**src/rtl/vec_cond_pkg.sv**
```systemverilog
// Shared types and constants for the vector branch condition unit.
package vec_cond_pkg;

  localparam int unsigned FLAG_W = 2;
  localparam int unsigned COND_W = 3;
  localparam int unsigned FLAG_Z = 1;
  localparam int unsigned FLAG_N = 0;

  typedef enum logic [COND_W-1:0] {
    GT = 3'd0,
    LT = 3'd1,
    EQ = 3'd2,
    AL = 3'd3,
    LE = 3'd4,
    GE = 3'd5,
    NE = 3'd6,
    NV = 3'd7
  } cond_e;

  typedef enum logic [1:0] {
    RED_LANE0     = 2'd0,
    RED_ANY       = 2'd1,
    RED_ALL       = 2'd2,
    RED_LANE0_ALT = 2'd3
  } red_mode_e;

  typedef enum logic {
    IDLE  = 1'b0,
    FLUSH = 1'b1
  } state_e;

endpackage

```
**src/rtl/vec_cond_unit_lane_cond_eval.sv**
```systemverilog
// Per-lane condition evaluator: one flag pair and a condition code in, taken bit out.
module lane_cond_eval
  import vec_cond_pkg::*;
(
  input  logic [FLAG_W-1:0] flags,
  input  cond_e             cond,
  output logic              result_c
);

  logic z;
  logic n;

  assign z = flags[FLAG_Z];
  assign n = flags[FLAG_N];

  // Condition decode; the illegal flag value 11 falls through the same equations.
  always_comb begin
    result_c = 1'b0;
    case (cond)
      GT:      result_c = ~z & ~n;
      LT:      result_c = n;
      EQ:      result_c = z;
      AL:      result_c = 1'b1;
      LE:      result_c = z | n;
      GE:      result_c = ~n;
      NE:      result_c = ~z;
      NV:      result_c = 1'b0;
      default: result_c = 1'b0;
    endcase
  end

endmodule

```
**src/rtl/vec_cond_unit.sv**
```systemverilog
// Vector branch condition unit: per-lane flags, lane reduction and post-branch flush window.
module vec_cond_unit
  import vec_cond_pkg::*;
#(
  parameter int unsigned LANES        = 4,
  parameter int unsigned FLUSH_CYCLES = 2
) (
  input  logic                clk,
  input  logic                rst_n,
  input  logic                flag_we,
  input  logic [LANES-1:0]    lane_en,
  input  logic [2*LANES-1:0]  flags_in,
  input  logic                branch,
  input  logic [COND_W-1:0]   cond,
  input  logic [1:0]          red_mode,
  output logic                pc_src,
  output logic [LANES-1:0]    pred_mask,
  output logic                busy,
  output logic [2*LANES-1:0]  flags_out
);

  localparam int unsigned CNT_W = (FLUSH_CYCLES == 0) ? 1 : $clog2(FLUSH_CYCLES + 1);

  logic [2*LANES-1:0] flags_q;
  logic [LANES-1:0]   valid_q;
  logic [2*LANES-1:0] flags_eff;
  logic [LANES-1:0]   valid_eff;
  logic [LANES-1:0]   res_reg;
  logic [LANES-1:0]   res_eff;
  logic [LANES-1:0]   hit;
  logic               red_c;
  logic               taken_c;
  cond_e              cond_c;
  red_mode_e          mode_c;
  state_e             state_q;
  logic [CNT_W-1:0]   cnt_q;

  assign cond_c = cond_e'(cond);
  assign mode_c = red_mode_e'(red_mode);

  // Per-lane forwarding of same-cycle flag writes plus two evaluators (registered and effective).
  for (genvar i = 0; i < LANES; i++) begin : g_lane
    logic fwd;
    assign fwd = flag_we & lane_en[i];
    assign flags_eff[2*i +: 2] = fwd ? flags_in[2*i +: 2] : flags_q[2*i +: 2];
    assign valid_eff[i]        = fwd | valid_q[i];

    lane_cond_eval u_eval_reg (
      .flags    (flags_q[2*i +: 2]),
      .cond     (cond_c),
      .result_c (res_reg[i])
    );

    lane_cond_eval u_eval_eff (
      .flags    (flags_eff[2*i +: 2]),
      .cond     (cond_c),
      .result_c (res_eff[i])
    );
  end

  assign pred_mask = res_reg & valid_q;
  assign flags_out = flags_q;
  assign hit       = res_eff & valid_eff;

  // Reduce lane results to one branch decision; AL and NV override the mode.
  always_comb begin
    red_c = 1'b0;
    case (mode_c)
      RED_ANY: red_c = |hit;
      RED_ALL: red_c = (|valid_eff) & (&(res_eff | ~valid_eff));
      default: red_c = hit[0];
    endcase
    if (cond_c == AL) red_c = 1'b1;
    if (cond_c == NV) red_c = 1'b0;
  end

  assign taken_c = branch & (state_q == IDLE) & red_c;

  // Flag and lane-valid registers, masked per lane.
  always_ff @(posedge clk or negedge rst_n) begin
    if (!rst_n) begin
      flags_q <= '0;
      valid_q <= '0;
    end else if (flag_we) begin
      for (int unsigned i = 0; i < LANES; i++) begin
        if (lane_en[i]) begin
          flags_q[2*i +: 2] <= flags_in[2*i +: 2];
          valid_q[i]        <= 1'b1;
        end
      end
    end
  end

  // Branch FSM: one-cycle pc_src pulse, then a flush window of FLUSH_CYCLES cycles.
  always_ff @(posedge clk or negedge rst_n) begin
    if (!rst_n) begin
      state_q <= IDLE;
      cnt_q   <= '0;
      pc_src  <= 1'b0;
      busy    <= 1'b0;
    end else begin
      pc_src <= 1'b0;
      if (state_q == IDLE) begin
        if (taken_c) begin
          pc_src <= 1'b1;
          if (FLUSH_CYCLES > 0) begin
            state_q <= FLUSH;
            cnt_q   <= CNT_W'(FLUSH_CYCLES);
            busy    <= 1'b1;
          end
        end
      end else begin
        if (cnt_q == CNT_W'(1)) begin
          state_q <= IDLE;
          cnt_q   <= '0;
          busy    <= 1'b0;
        end else begin
          cnt_q <= cnt_q - CNT_W'(1);
        end
      end
    end
  end

endmodule

```
**config.mk**
```make
export PLATFORM = sky130hd
export DESIGN_NAME = vec_cond_unit
export DESIGN_NICKNAME = d
export VERILOG_FILES = /design/src/rtl/vec_cond_pkg.sv /design/src/rtl/vec_cond_unit_lane_cond_eval.sv /design/src/rtl/vec_cond_unit.sv
export SDC_FILE = /design/constraint.sdc
export NUM_CORES = 1
export LEC_CHECK = 0
export BUFFER_PORTS_ARGS = -buffer_cell sky130_fd_sc_hd__buf_4
export CAP_MARGIN = 20
export CORE_UTILIZATION = 30
export CTS_CLUSTER_SIZE = 40
export DETAILED_ROUTE_END_ITERATION = 12
export PLACE_DENSITY = 0.54
export SKIP_LAST_GASP = 1
export SLEW_MARGIN = 20
export SYNTH_ARGS = -nofsm -noshare
export SYNTH_HDL_FRONTEND = slang
export SYNTH_SLANG_ARGS = --single-unit
```
**constraint.sdc**
```tcl
create_clock -name clk -period 3.9 [get_ports clk]
set_input_delay 0.195 -clock clk [delete_from_list [all_inputs] [get_ports clk]]
set_output_delay 0.195 -clock clk [all_outputs]
set_load 0.1 [all_outputs]
```
======== After elaboration in Yosys (flattened, before gate mapping) ========
Index checks and enable logic that the tools add are counted.
Widths: inputs -> output; s select.
word-level totals
  bits in registers ....................... 17
  latch bits .............................. 0
  bits in writable memories ............... 0
  ROM bits ................................ 0
  input port bits ......................... 21
  output and inout bits ................... 14
  logic and storage cells ................. 107
  memories ................................ 0
operators by class
  add/subtract/negate cells ............... 1
  $mul .................................... 0
  div/mod/pow operators ................... 0
  magnitude comparators ................... 0
  equality and inequality tests ........... 11
  shifts and indexed selects .............. 0
  multiplexer cells ....................... 25
  bitwise operators ....................... 48
  reduce and logical (&&, ||, !) cells .... 10
operator list
  kind                 number
  $pmux 1 s8           8
  $not 1->1            17
  $and 1x1->1          15
  $mux 2               7
  $eq 3x3->1 const B   4
  $or 1x1->1           12
  $reduce_and 2->1     5
  $mux 1               9
  $and 4x4->4          2
  $reduce_or 4->1      2
  $eq 3x2->1 const B   2
  $eq 2x1->1 const B   2
  $not 4->4            1
  $or 4x4->4           1
  $reduce_and 4->1     1
  $eq 3x1->1 const B   1
  $logic_not 3->1      1
  $eq 2x2->1 const B   1
  $ne 2x1->1 const B   1
  $pmux 1 s2           1
  $reduce_bool 2->1    1
  $sub 2x1->2 const B  1

======== Logic depth before layout (Yosys ltp) ========
Gate-level depths: netlist of the first run.
  depth in word-level cells ............... 14
  gate-level depth with buffers ........... 8
  gate-level depth less buffers ........... 7

======== By module ========
A second synthesis of the first run with hierarchy kept.
unflattened totals
  cell total of the unflattened synthesis .. 111
  area total of the unflattened synthesis .. 1073.5 sq um
by module, submodules not included
  module          instances  cells each  area each (sq um)  seq. area each (sq um)
  vec_cond_unit   1          71          833.3              425.4
  lane_cond_eval  8          5           30.0               0.0

======== Least setup slack after synthesis of the first run ========
No wires, ideal clock.
  path kind ............................... register to register
  start point ............................. register flags_q[0], in the netlist flags_out[0]
  end point ............................... register cnt_q[0]
  setup time .............................. 0.120 ns
  arrival ................................. 2.506 ns
  required time ........................... 3.780 ns
  setup slack ............................. 1.274 ns
  cell stages (with the launch flop) ...... 7
  path buffers ............................ 0
  clock period less this slack ............ 2.626 ns
  path through ............................ dfrtp_1 -> a211o_2 -> o311a_1 -> nor3_1 -> mux2i_1 -> or4b_4 -> a31o_1
on the way
  cells in the longest elaborated chain, start to end .. 12
  elaborated cells on any way between the ends .. 15
  those cells by class .................... mux (5); bitwise (7); reduce/logical (3)
ends and longest elaborated chain
  item                               RTL line                                                                RTL
  from (decl)                        vec_cond_unit.sv:24                                                     logic [2*LANES-1:0] flags_q;
  from (signal, indexed assignment)  vec_cond_unit.sv:87                                                     flags_q[2*i +: 2] <= flags_in[2*i +: 2];
  $mux 2 (*)                         vec_cond_unit.sv:45                                                     assign flags_eff[2*i +: 2] = fwd ? flags_in[2*i +: 2] : flags_q[2*i +: 2];
  $not 1->1                          vec_cond_unit_lane_cond_eval.sv:20, vec_cond_unit_lane_cond_eval.sv:25
  $and 1x1->1                        vec_cond_unit_lane_cond_eval.sv:20                                      GT: result_c = ~z & ~n;
  $pmux 1 s8 (*)                     vec_cond_unit_lane_cond_eval.sv:19                                      case (cond)
  $or 4x4->4                         vec_cond_unit.sv:70                                                     RED_ALL: red_c = (|valid_eff) & (&(res_eff | ~valid_eff));
  $reduce_and 4->1                   vec_cond_unit.sv:70
  $and 1x1->1                        vec_cond_unit.sv:70
  $pmux 1 s2 (*)                     vec_cond_unit.sv:68                                                     case (mode_c)
  $mux 1 (*)                         vec_cond_unit.sv:73                                                     if (cond_c == AL) red_c = 1'b1;
  $mux 1 (*)                         vec_cond_unit.sv:74                                                     if (cond_c == NV) red_c = 1'b0;
  $and 1x1->1 (*)                    vec_cond_unit.sv:77                                                     assign taken_c = branch & (state_q == IDLE) & red_c;
  $reduce_bool 2->1 (no line) (*)    -
  to (signal assigned)               vec_cond_unit.sv:108                                                    cnt_q <= CNT_W'(FLUSH_CYCLES);
  to (signal assigned)               vec_cond_unit.sv:118                                                    cnt_q <= cnt_q - CNT_W'(1);
  to (decl)                          vec_cond_unit.sv:36                                                     logic [CNT_W-1:0] cnt_q;
Mark *: on every way between the ends. The rest lies on a longest branch, timed or not.
A chain may end at the register's enable or synchronous reset.

======== Worst setup path after layout of the first run ========
Same ends and word-level chain as after synthesis.

==> flow_summary.yaml, run 1 <==
clock_network:
  cts_root_buf: "clkbuf_8"
  clkLatencyLatePin_ns: 0.26
  cts_made_buffers: 3
  clk_path_buf_depth: 2
  clkTransAtPathRegs_ns: 0.08
  cts_sinks: 17
  htreeDepth: 1
  tritoncts: "yes"
floorplan:
  num_rows: 24
  die-area_sq_um: 4854
  core_sq_um: 4384
  die_h_um: 69.67
  die_w_um: 69.67
  ios: 35
  start_util_pct: 31.34
timing:
  tightest_slew_ns: 0.4504
  finalHoldViolCount: 0
  rsz0062_at_grt: "false"
  setup_violations: 0
  period_needed_ns: 2.346
  maxSlewViolCount: 0
  slew_headroom_pct: 69.59
  fin_crit_sh_pct: 60.16
  max_freq_mhz: 426.2
  whs_ns: 0.1848
  clock_skew_ns: 0.004539
  fin_ws_ns: 1.554
  setup_tns_ns: 0
detailed_routing:
  antenna_left: 0
  via_per_inst: 5.578
  dr.pass1.iters: 4
  via_count: 1322
  drc: 0
  dr.first_iter.drc_count: 59
  wl_mm: 3.727
  wl_per_cell_um: 15.73
worst_setup_path:
  crit_fanout: 6
  cp-start-kind: "flop"
  worstPathArrival_ns: 2.50
  r2r_setup_slack_ns: 1.55
  endpoint_kind: "flop"
  rr_startpoint: "flags_out[0]"
  worstReg2RegEnd: "cnt_q[0]"
  worstPathRequired_ns: 4.05
  r2r_cells: 6
  critical_path_class: "reg2reg"
synthesis:
  synth.distinct_cells: 43
  synth_nets: 175
  synth_flop_cell: "dfrtp_1"
  netlist_area_sq_um: 1374
  avgSynthCellArea_sq_um: 9.098
  synth_edf_count: 0
  ys_seq_area_share_pct: 30.97
  synthCells: 151
  synth_seq_cells: 17
  async_flop_share_pct: 100.0
  ys_warn_count: 0
cells_and_area:
  utilization_pct: 39.30
  synthToLayoutAreaGrowth_pct: 25.41
  n_fill_cell: 443
  drive_above_1_share_pct: 29.19
  finalInstanceArea_sq_um: 1723
  nets: 210
  antenna_cells: 0
place:
  dpl.hpwl_mm: 2.860
  place_congestion: 0.8243
  dpl_cell_area_sq_um: 1668
  io_buffers: 34
  post-place-ws_ns: 1.641
outcome:
  status: "complete, no violations"
grt:
  grt_pass1_wl_mm: 6.292
  antenna_found_initial: 0
  grt_max_degree: 19
  gr-usage-all-layers_pct: 16.19
  grt_overflow_total: 0
  grt_pass1_vias: 1359
worst_hold_path:
  min_to: "flags_out[7]"
  hp-start: "flags_in[7]"
  hold_class: "in2reg"
  hold_depth: 3
run:
  maxCapViolCount: 0
power:
  ir_worst_vdd_mv: 0.1442
  power_density_nw_per_um2: 493.3
  p_leak_nw: 0.8107
==> Yosys cell counts, types with 2 or more instances <==
| library cell | number | area [sq um] |
|---|---|---|
| dfrtp_1 | 17 | 425.4 |
| nand2_1 | 13 | 48.80 |
| mux2i_1 | 11 | 110.1 |
| inv_1 | 10 | 37.54 |
| nor2_1 | 10 | 37.54 |
| nand2b_1 | 7 | 43.79 |
| a211oi_1 | 5 | 37.54 |
| and2_1 | 5 | 31.28 |
| and3_2 | 5 | 37.54 |
| o21ai_0 | 5 | 25.02 |
| a21o_1 | 4 | 30.03 |
| a21oi_1 | 4 | 20.02 |
| clkbuf_1 | 4 | 15.01 |
| o31ai_1 | 4 | 30.03 |
| a211o_2 | 3 | 30.03 |
| a31oi_1 | 3 | 18.77 |
| a32oi_1 | 3 | 26.28 |
| ha_1 | 3 | 37.54 |
| nor3_1 | 3 | 15.01 |
| o311ai_0 | 3 | 26.28 |
| xnor2_1 | 3 | 26.28 |
| o21a_1 | 2 | 15.01 |
| o311a_1 | 2 | 20.02 |
| or2_2 | 2 | 12.51 |
| or4_1 | 2 | 15.01 |
==> how the worst max path moves through the flow <==
stage	to	slack [ns]	from	cells past startpoint
final	cnt_q[0]	1.55	flags_out[0]	6
after global routing	cnt_q[1]	1.45	flags_out[0]	6
after CTS	cnt_q[0]	1.57	flags_out[0]	6
after detailed placement	cnt_q[0]	1.64	flags_out[0]	6
after global placement	cnt_q[0]	1.69	flags_out[0]	6
after floorplan	cnt_q[0]	1.27	flags_out[0]	6
==> layer usage <==
metal / share of wire, % / GRT usage [%] / up-vias
li1: - / - / 636
met1: 43 / 19.60 / 647
met2: 51 / 29.02 / 32
met3: 3.9 / 2.180 / 7
met4: 1.8 / 6.000 / 0
met5: 0 / 0 / -
==> state kept, by name, indices dropped and copies added, names as in the netlist <==
register and count:
pc_src 1, state_q 1, cnt_q 2, valid_q 4
busy 1, flags_out 8
==> power breakdown <==
group          leakage (nW)  total (W)  switching (W)  internal [W]
Clock                0.0228   0.000142      0.0000697     0.0000728
Sequential            0.193   0.000248      0.0000374      0.000211
Combinational         0.595   0.000459       0.000315      0.000145
==> repair_timing <==
| item | CTS | global route |
|---|---|---|
| setup endpoints to repair | 0 | 0 |
| hold buffers | 1 | 0 |
| resized for setup | 0 | 0 |
| setup buffers | 0 | 0 |
| endpoints found under the hold margin | 17 | 0 |
==> critical path, stage by stage, from the launching register on <==
cell and delay (ns):
dfrtp_1 0.44, a211o_2 0.32, o311a_1 0.15, nor3_1 0.32
mux2i_1 0.25, or4b_4 0.53, a31o_1 0.22
==> kinds of logic after synthesis <==
group	after synthesis	synth area share (%)
AO/OA/AOI/OAI	47	29.69
XOR/XNOR	3	1.913
adder cells (fa/ha/maj)	3	2.733
buffers and inverters	16	4.918
flip-flops	17	30.97
multiplexers	11	8.015
AND/OR/NAND/NOR	54	21.77
==> final cells by class <==
| type | instances | area [sq um] | area share, % |
|---|---|---|---|
| multi-input cells | 118 | 880.8 | 51.13 |
| flip-flops and latches | 17 | 425.4 | 24.69 |
| repair buffers | 35 | 265.3 | 15.40 |
| well taps | 52 | 65.06 | 3.776 |
| clock buffers | 4 | 45.04 | 2.614 |
| inverters | 11 | 41.29 | 2.397 |
==> layout by cell type, fill, tap and decap left out, types with 2 or more instances in the layout <==
master	n
buf_4	34
dfrtp_1	17
nand2_1	13
mux2i_1	11
inv_1	10
nor2_1	10
nand2b_1	7
o21ai_0	5
and2_1	5
and3_2	5
a211oi_1	5
a21o_1	4
a21oi_1	4
o31ai_1	4
o311ai_0	3
xnor2_1	3
a211o_2	3
nor3_1	3
a32oi_1	3
a31oi_1	3
ha_1	3
clkbuf_8	3
or2_2	2
o21a_1	2
o311a_1	2
or4_1	2
==> metrics by stage <==
stage	total power [W]	std cells
2_1_floorplan	0.0005993	151
3_5_place_dp	0.0007076	232
4_1_cts	0.0008545	237
5_1_grt	0.0008993	237
6_report	0.0008500	237
3_3_place_gp	0.0007019	232
(Power assumes the default switching activity.)
==> inputs of run 2 (changes only) <==
--- a/config.mk
+++ b/config.mk
@@ -5,6 +5,7 @@
 export SDC_FILE = /design/constraint.sdc
 export NUM_CORES = 1
 export LEC_CHECK = 0
+export ABC_AREA = 1
 export BUFFER_PORTS_ARGS = -buffer_cell sky130_fd_sc_hd__buf_4
 export CAP_MARGIN = 20
 export CORE_UTILIZATION = 30
==> constraint.sdc (replaced) <==
create_clock -name clk -period 2.3 [get_ports clk]
set_input_delay 0.115 -clock clk [delete_from_list [all_inputs] [get_ports clk]]
set_output_delay 0.115 -clock clk [all_outputs]
set_load 0.1 [all_outputs]
==> run 2 against run 1 <==
  * Worst hold slack worse by 0.094 ns
  * Clock skew is 0.0031 ns lower
  * Wire length is 1.8% higher
  * Sequential cell count stayed put
==> flow_summary.yaml, run 2 <==
clock_network:
  cts_resized: 0
  htreeDepth: 1
  cts_made_buffers: 3
  clkTransAtPathRegs_ns: 0.08
  cts_sinks: 17
  cts_root_buf: "clkbuf_8"
  cts_hold_buf: 1
  tritoncts: "yes"
  clkLatencyLatePin_ns: 0.26
  postCtsSetupBuffers: 0
  clk_path_buf_depth: 2
worst_setup_path:
  crit_top_cell: "nand2_1"
  slowest_stage: "dfrtp_1"
  critical_path_class: "reg2reg"
  endpoint_kind: "flop"
  slowest_delay_ns: 0.41
  crit_fanout: 7
  path_cells: "inv_1, nand2_1, o21ai_0, nand2_1, nand2_1, nand2_1, o21ai_2, nand2_1, o21ai_1, nand3_1, nand2_1, nand2_2, nand2_4, nand2_1, nand2_1, nand2_1"
  worstPathArrival_ns: 2.06
  worstPathRequired_ns: 2.46
  cp-start-kind: "flop"
grt:
  grt_pass1_wl_mm: 6.423
  grt_pass1_vias: 1390
  grt_max_degree: 18
  grt_overflow_total: 0
  antenna_found_initial: 0
  gr-usage-all-layers_pct: 16.51
timing:
  rsz0062_at_grt: "false"
  clock_skew_ns: 0.001471
  setup_tns_ns: 0
  fin_ws_ns: 0.4034
  setup_violations: 0
  finalHoldViolCount: 0
  max_freq_mhz: 527.3
  slew_headroom_pct: 69.53
  fin_crit_sh_pct: 82.46
  whs_ns: 0.09107
  tightest_slew_ns: 0.4571
  period_needed_ns: 1.897
  maxSlewViolCount: 0
worst_hold_path:
  hold_class: "in2reg"
place:
  dpl_cell_area_sq_um: 1745
  io_buffers: 34
  dpl.hpwl_mm: 2.977
  post-place-ws_ns: 0.4316
  place_inst: 311
  place_congestion: 0.7874
cells_and_area:
  final-seq-area_sq_um: 425.4
  layout_common_cells: "80 x nand2_1, 35 x inv_1, 35 x buf_4, 24 x nand3_1, 17 x dfrtp_1"
  synthToLayoutAreaGrowth_pct: 30.73
  largest_reg_flops: 8
  instances_no_fill: 316
  finalInstanceArea_sq_um: 1804
  antenna_cells: 0
  nets: 289
  multi_input_area_sq_um: 857.1
  n_fill_cell: 508
  mostFrequentLayoutCell: "nand2_1"
  drive_above_1_share_pct: 20.83
synthesis:
  synthCells: 225
  synthTopCellsByArea: "dfrtp_1 31%, nand2_1 22%, inv_1 9.5%"
  synth.most_common_cell: "nand2_1"
  synth_nets: 249
  netlist_top_cells_count: "80 x nand2_1, 35 x inv_1, 24 x nand3_1, 17 x dfrtp_1, 16 x a21oi_1"
  synth_flop_cell: "dfrtp_1"
  netlist_area_sq_um: 1380
  synth_seq_cells: 17
  synth.distinct_cells: 24
  synth_edf_count: 0
  async_flop_share_pct: 100.0
  ys_seq_area_share_pct: 30.83
  synth_top_area_share_pct: 30.83
  avgSynthCellArea_sq_um: 6.134
  ys_warn_count: 0
  synth_top_cell_by_area: "dfrtp_1"
floorplan:
  core_sq_um: 4384
  num_rows: 24
  start_util_pct: 31.48
  die_h_um: 69.83
  die_w_um: 69.83
  ios: 35
  die-area_sq_um: 4876
detailed_routing:
  dr.pass1.iters: 4
  via_count: 1507
  drc: 0
  wl_per_cell_um: 12.01
  dr.first_iter.drc_count: 100
  wl_mm: 3.794
  antenna_left: 0
  via_per_inst: 4.769
power:
  ir_worst_vdd_mv: 0.4159
  power_density_nw_per_um2: 765.5
  p_leak_nw: 1.033
run:
  maxCapViolCount: 0
outcome:
  status: "complete, no violations"
run 2: power breakdown:
group	internal [W]	switching (W)	total (W)
combinational	0.000202	0.000534	0.000736
clock	0.000122	0.000123	0.000245
sequential	0.000356	0.0000437	0.000400
run 2: layout make-up:
class / count / share of cell area, %
Multi-Input combinational cell: 171 / 47.50
Sequential cell: 17 / 23.58
Timing Repair Buffer: 36 / 15.12
Inverter: 36 / 7.490
Tap cell: 52 / 3.606
Clock buffer: 3 / 2.288
Clock inverter: 1 / 0.4161
run 2: cells by family after synthesis:
kind of cell / Yosys count / share of synthesized area [%]
simple gates: 129 / 39.62
compound gates: 39 / 16.50
buf+inv: 37 / 10.34
flops: 17 / 30.83
fa+ha+maj: 3 / 2.720
run 2: worst paths after layout:
path | from | end | slack (ns) | depth (start not counted)
worst max register to register | flags_out[0] | cnt_q[1] | 0.40 | 16
max in group asynchronous | rst_n | valid_q[0] | 1.85 | 2
min in group asynchronous | rst_n | flags_out[2] | 0.25 | 2
worst min register to register | busy | busy | 0.51 | 2
worst max-delay path | flags_out[0] | cnt_q[1] | 0.40 | 16
worst min-delay path | flags_in[0] | flags_out[0] | 0.09 | 3
run 2: layer usage:
metal	up-vias	global-route usage (%)	routed length (um)
met4	0	6.000	56
met2	28	25.64	1653
li1	801	-	-
met3	5	2.326	139
met1	673	23.22	1944
met5	-	0	0
run 2: through the flow:
stage                     total power (W)  util (%)
after floorplan                 0.0009686         -
after global placement           0.001141     39.81
after detailed placement         0.001144     39.81
after CTS                        0.001396     41.15
after global routing             0.001476     41.15
final                            0.001381     41.15
run 2: critical path, delay by kind of cell (launching register included):
kind	cells	cell delay [ns]
AND/OR/NAND/NOR	12	0.83
AO/OA/AOI/OAI	3	0.44
flip-flops	1	0.41
buffers and inverters	1	0.10
==> inputs of run 3 (changes only) <==
==> constraint.sdc (replaced) <==
create_clock -name clk -period 1.8 [get_ports clk]
set_input_delay 0.09 -clock clk [delete_from_list [all_inputs] [get_ports clk]]
set_output_delay 0.09 -clock clk [all_outputs]
set_load 0.1 [all_outputs]
==> run 3 against run 2 <==
  * The run now ends with setup timing left
  * Design area is 23% higher
  * Non-clock buffer count is 28 higher
  * Combinational power is 54% higher
  * Clock skew hardly changed
  * Fmax is 2.9% higher
  * Via count is 10% higher
  * Sequential share of layout area is 3.0 points lower
  * Critical endpoint unchanged
  * Critical path depth stayed put
  * Power is 44% higher
  * Global-route usage is 1.1 points higher
  * Cell count is 8.9% higher
==> flow_summary.yaml, run 3 (synthesized netlist as in run 2, its figures left out) <==
power:
  power_density_nw_per_um2: 894.5
  ir_worst_vdd_mv: 0.5582
  p_leak_nw: 1.195
  p_seq_share_pct: 26.9
  power_frac_clock_pct: 16.0
  p_int_w: 0.001010
  swShare_pct: 49.05
  pwr-share-comb_pct: 57.1
  p_sw_w: 0.0009729
clock_network:
  clkLatencyLatePin_ns: 0.26
  clkTransAtPathRegs_ns: 0.08
  htreeDepth: 1
  cts_sinks: 17
  cts_made_buffers: 3
  cts_root_buf: "clkbuf_8"
  tritoncts: "yes"
  clk_path_buf_depth: 2
grt:
  grt_overflow_total: 0
  grt_pass1_vias: 1561
  grt_max_degree: 18
  grt_pass1_wl_mm: 6.831
  antenna_found_initial: 0
  gr-usage-all-layers_pct: 17.59
timing:
  finalHoldViolCount: 0
  period_needed_ns: 1.844
  slew_headroom_pct: 72.89
  setup_violations: 2
  fin_ws_ns: -0.04354
  rsz0062_at_grt: "true"
  fin_crit_sh_pct: 102.4
  clock_skew_ns: 0.001723
  maxSlewViolCount: 0
  whs_ns: 0.06953
  max_freq_mhz: 542.4
  tightest_slew_ns: 0.4035
cells_and_area:
  utilization_pct: 50.57
  synthToLayoutAreaGrowth_pct: 60.65
  largest_reg_flops: 8
  drive_above_1_share_pct: 44.86
  mostFrequentLayoutCell: "nand2_1"
  layout_common_cells: "63 x nand2_1, 59 x buf_4, 28 x inv_1, 22 x nand2_2, 21 x nand3_1"
  instances_no_fill: 344
  nets: 317
  n_fill_cell: 449
  antenna_cells: 0
place:
  io_buffers: 34
  dpl.hpwl_mm: 3.093
  place_congestion: 0.7892
  place_inst: 326
worst_setup_path:
  slowest_delay_ns: 0.48
  cp-start-kind: "flop"
  crit_top_cell: "nand2_1"
  path_delay_family: "simple AND/OR/NAND/NOR gates"
  slowest_stage: "dfrtp_4"
  worstPathRequired_ns: 1.96
  path_buf_inv: 1
  crit_fanout: 7
  critical_path_class: "reg2reg"
  worstPathArrival_ns: 2.01
  path_cells: "inv_2, nand2_1, o21ai_4, nand2_2, a21oi_2, nand2_1, nand3_1, nand2_1, o21ai_1, nand3_1, nand2_1, nand2_2, nand2_4, nand2_2, nand2_1, nand2_1"
  endpoint_kind: "flop"
detailed_routing:
  via_count: 1662
  drc: 0
  antenna_left: 0
  via_per_inst: 4.831
  wl_mm: 4.243
  dr.first_iter.drc_count: 92
  dr.pass1.iters: 4
  wl_per_cell_um: 12.33
worst_hold_path:
  hold_class: "in2reg"
floorplan:
  die_h_um: 69.83
  die-area_sq_um: 4876
  die_w_um: 69.83
  ios: 35
  core_sq_um: 4384
  start_util_pct: 31.48
  num_rows: 24
outcome:
  status: "finished with violations"
  violations: "setup timing"
run:
  maxCapViolCount: 0
==> run 3: changes by cell type in the layout (fill, tap and decap cells not counted), sizes merged <==
cell,previous run,this run
buf,35,63
==> run 3: worst paths after layout <==
kind                                      to  slack [ns]         start  cells after the start
worst min-delay path            flags_out[1]        0.07   flags_in[1]                      3
worst min register to register    valid_q[0]        0.51    valid_q[0]                      2
max in group asynchronous       flags_out[6]        1.33         rst_n                      2
worst max register to register      cnt_q[1]       -0.04  flags_out[4]                     16
min in group asynchronous       flags_out[3]        0.23         rst_n                      2
worst max-delay path                cnt_q[1]       -0.04  flags_out[4]                     16
==> run 3: layout make-up <==
type | instances | area, sq um | area share, %
multi-input cells | 171 | 992.2 | 44.75
repair buffers | 64 | 515.5 | 23.25
flip-flops and latches | 17 | 455.4 | 20.54
inverters | 36 | 140.1 | 6.321
well taps | 52 | 65.06 | 2.935
clock buffers | 3 | 41.29 | 1.862
clock inverters | 1 | 7.507 | 0.3386
==> run 3: routing by layer <==
layer	track usage [%]	part of all wire, %	vias up
met5	0	0	-
met4	6.222	1.1	0
met3	3.343	4.4	5
met2	28.21	48	43
met1	23.55	47	758
li1	-	-	856
==> run 3: through the flow <==
step / setup TNS, ns / worst slack, ns / area, sq um / power [W]
final: -0.05472 / -0.04354 / 2217 / 0.001983
after floorplan: -0.2381 / -0.06258 / 1460 / 0.001264
after global routing: -0.9018 / -0.1940 / 2217 / 0.002110
after global placement: -0.04233 / -0.04233 / 1893 / 0.001514
after CTS: -0.07116 / -0.05557 / 2033 / 0.001876
after detailed placement: -0.05848 / -0.05206 / 1893 / 0.001519
==> run 3: worst min-delay path, stage by stage <==
cell	delay [ns]
buf_4	0.09
nand2_1	0.05
nand2_1	0.07
==> run 3: power by group through the flow <==
stage	Clock (W)	Sequential, W	Combinational, W
floorplan	0	0.000801	0.000463
global placement	0	0.000536	0.000979
detailed placement	0	0.000536	0.000982
CTS	0.000319	0.000525	0.00103
global route	0.000347	0.000547	0.00122
finish	0.000317	0.000533	0.00113
==> run 3: repair_timing <==
item,CTS,global route
gates resized for setup,9,38
hold buffers,1,0
pin swaps,8,15
hold endpoints to repair,17,0
setup endpoints to repair,8,8
setup buffers,6,7
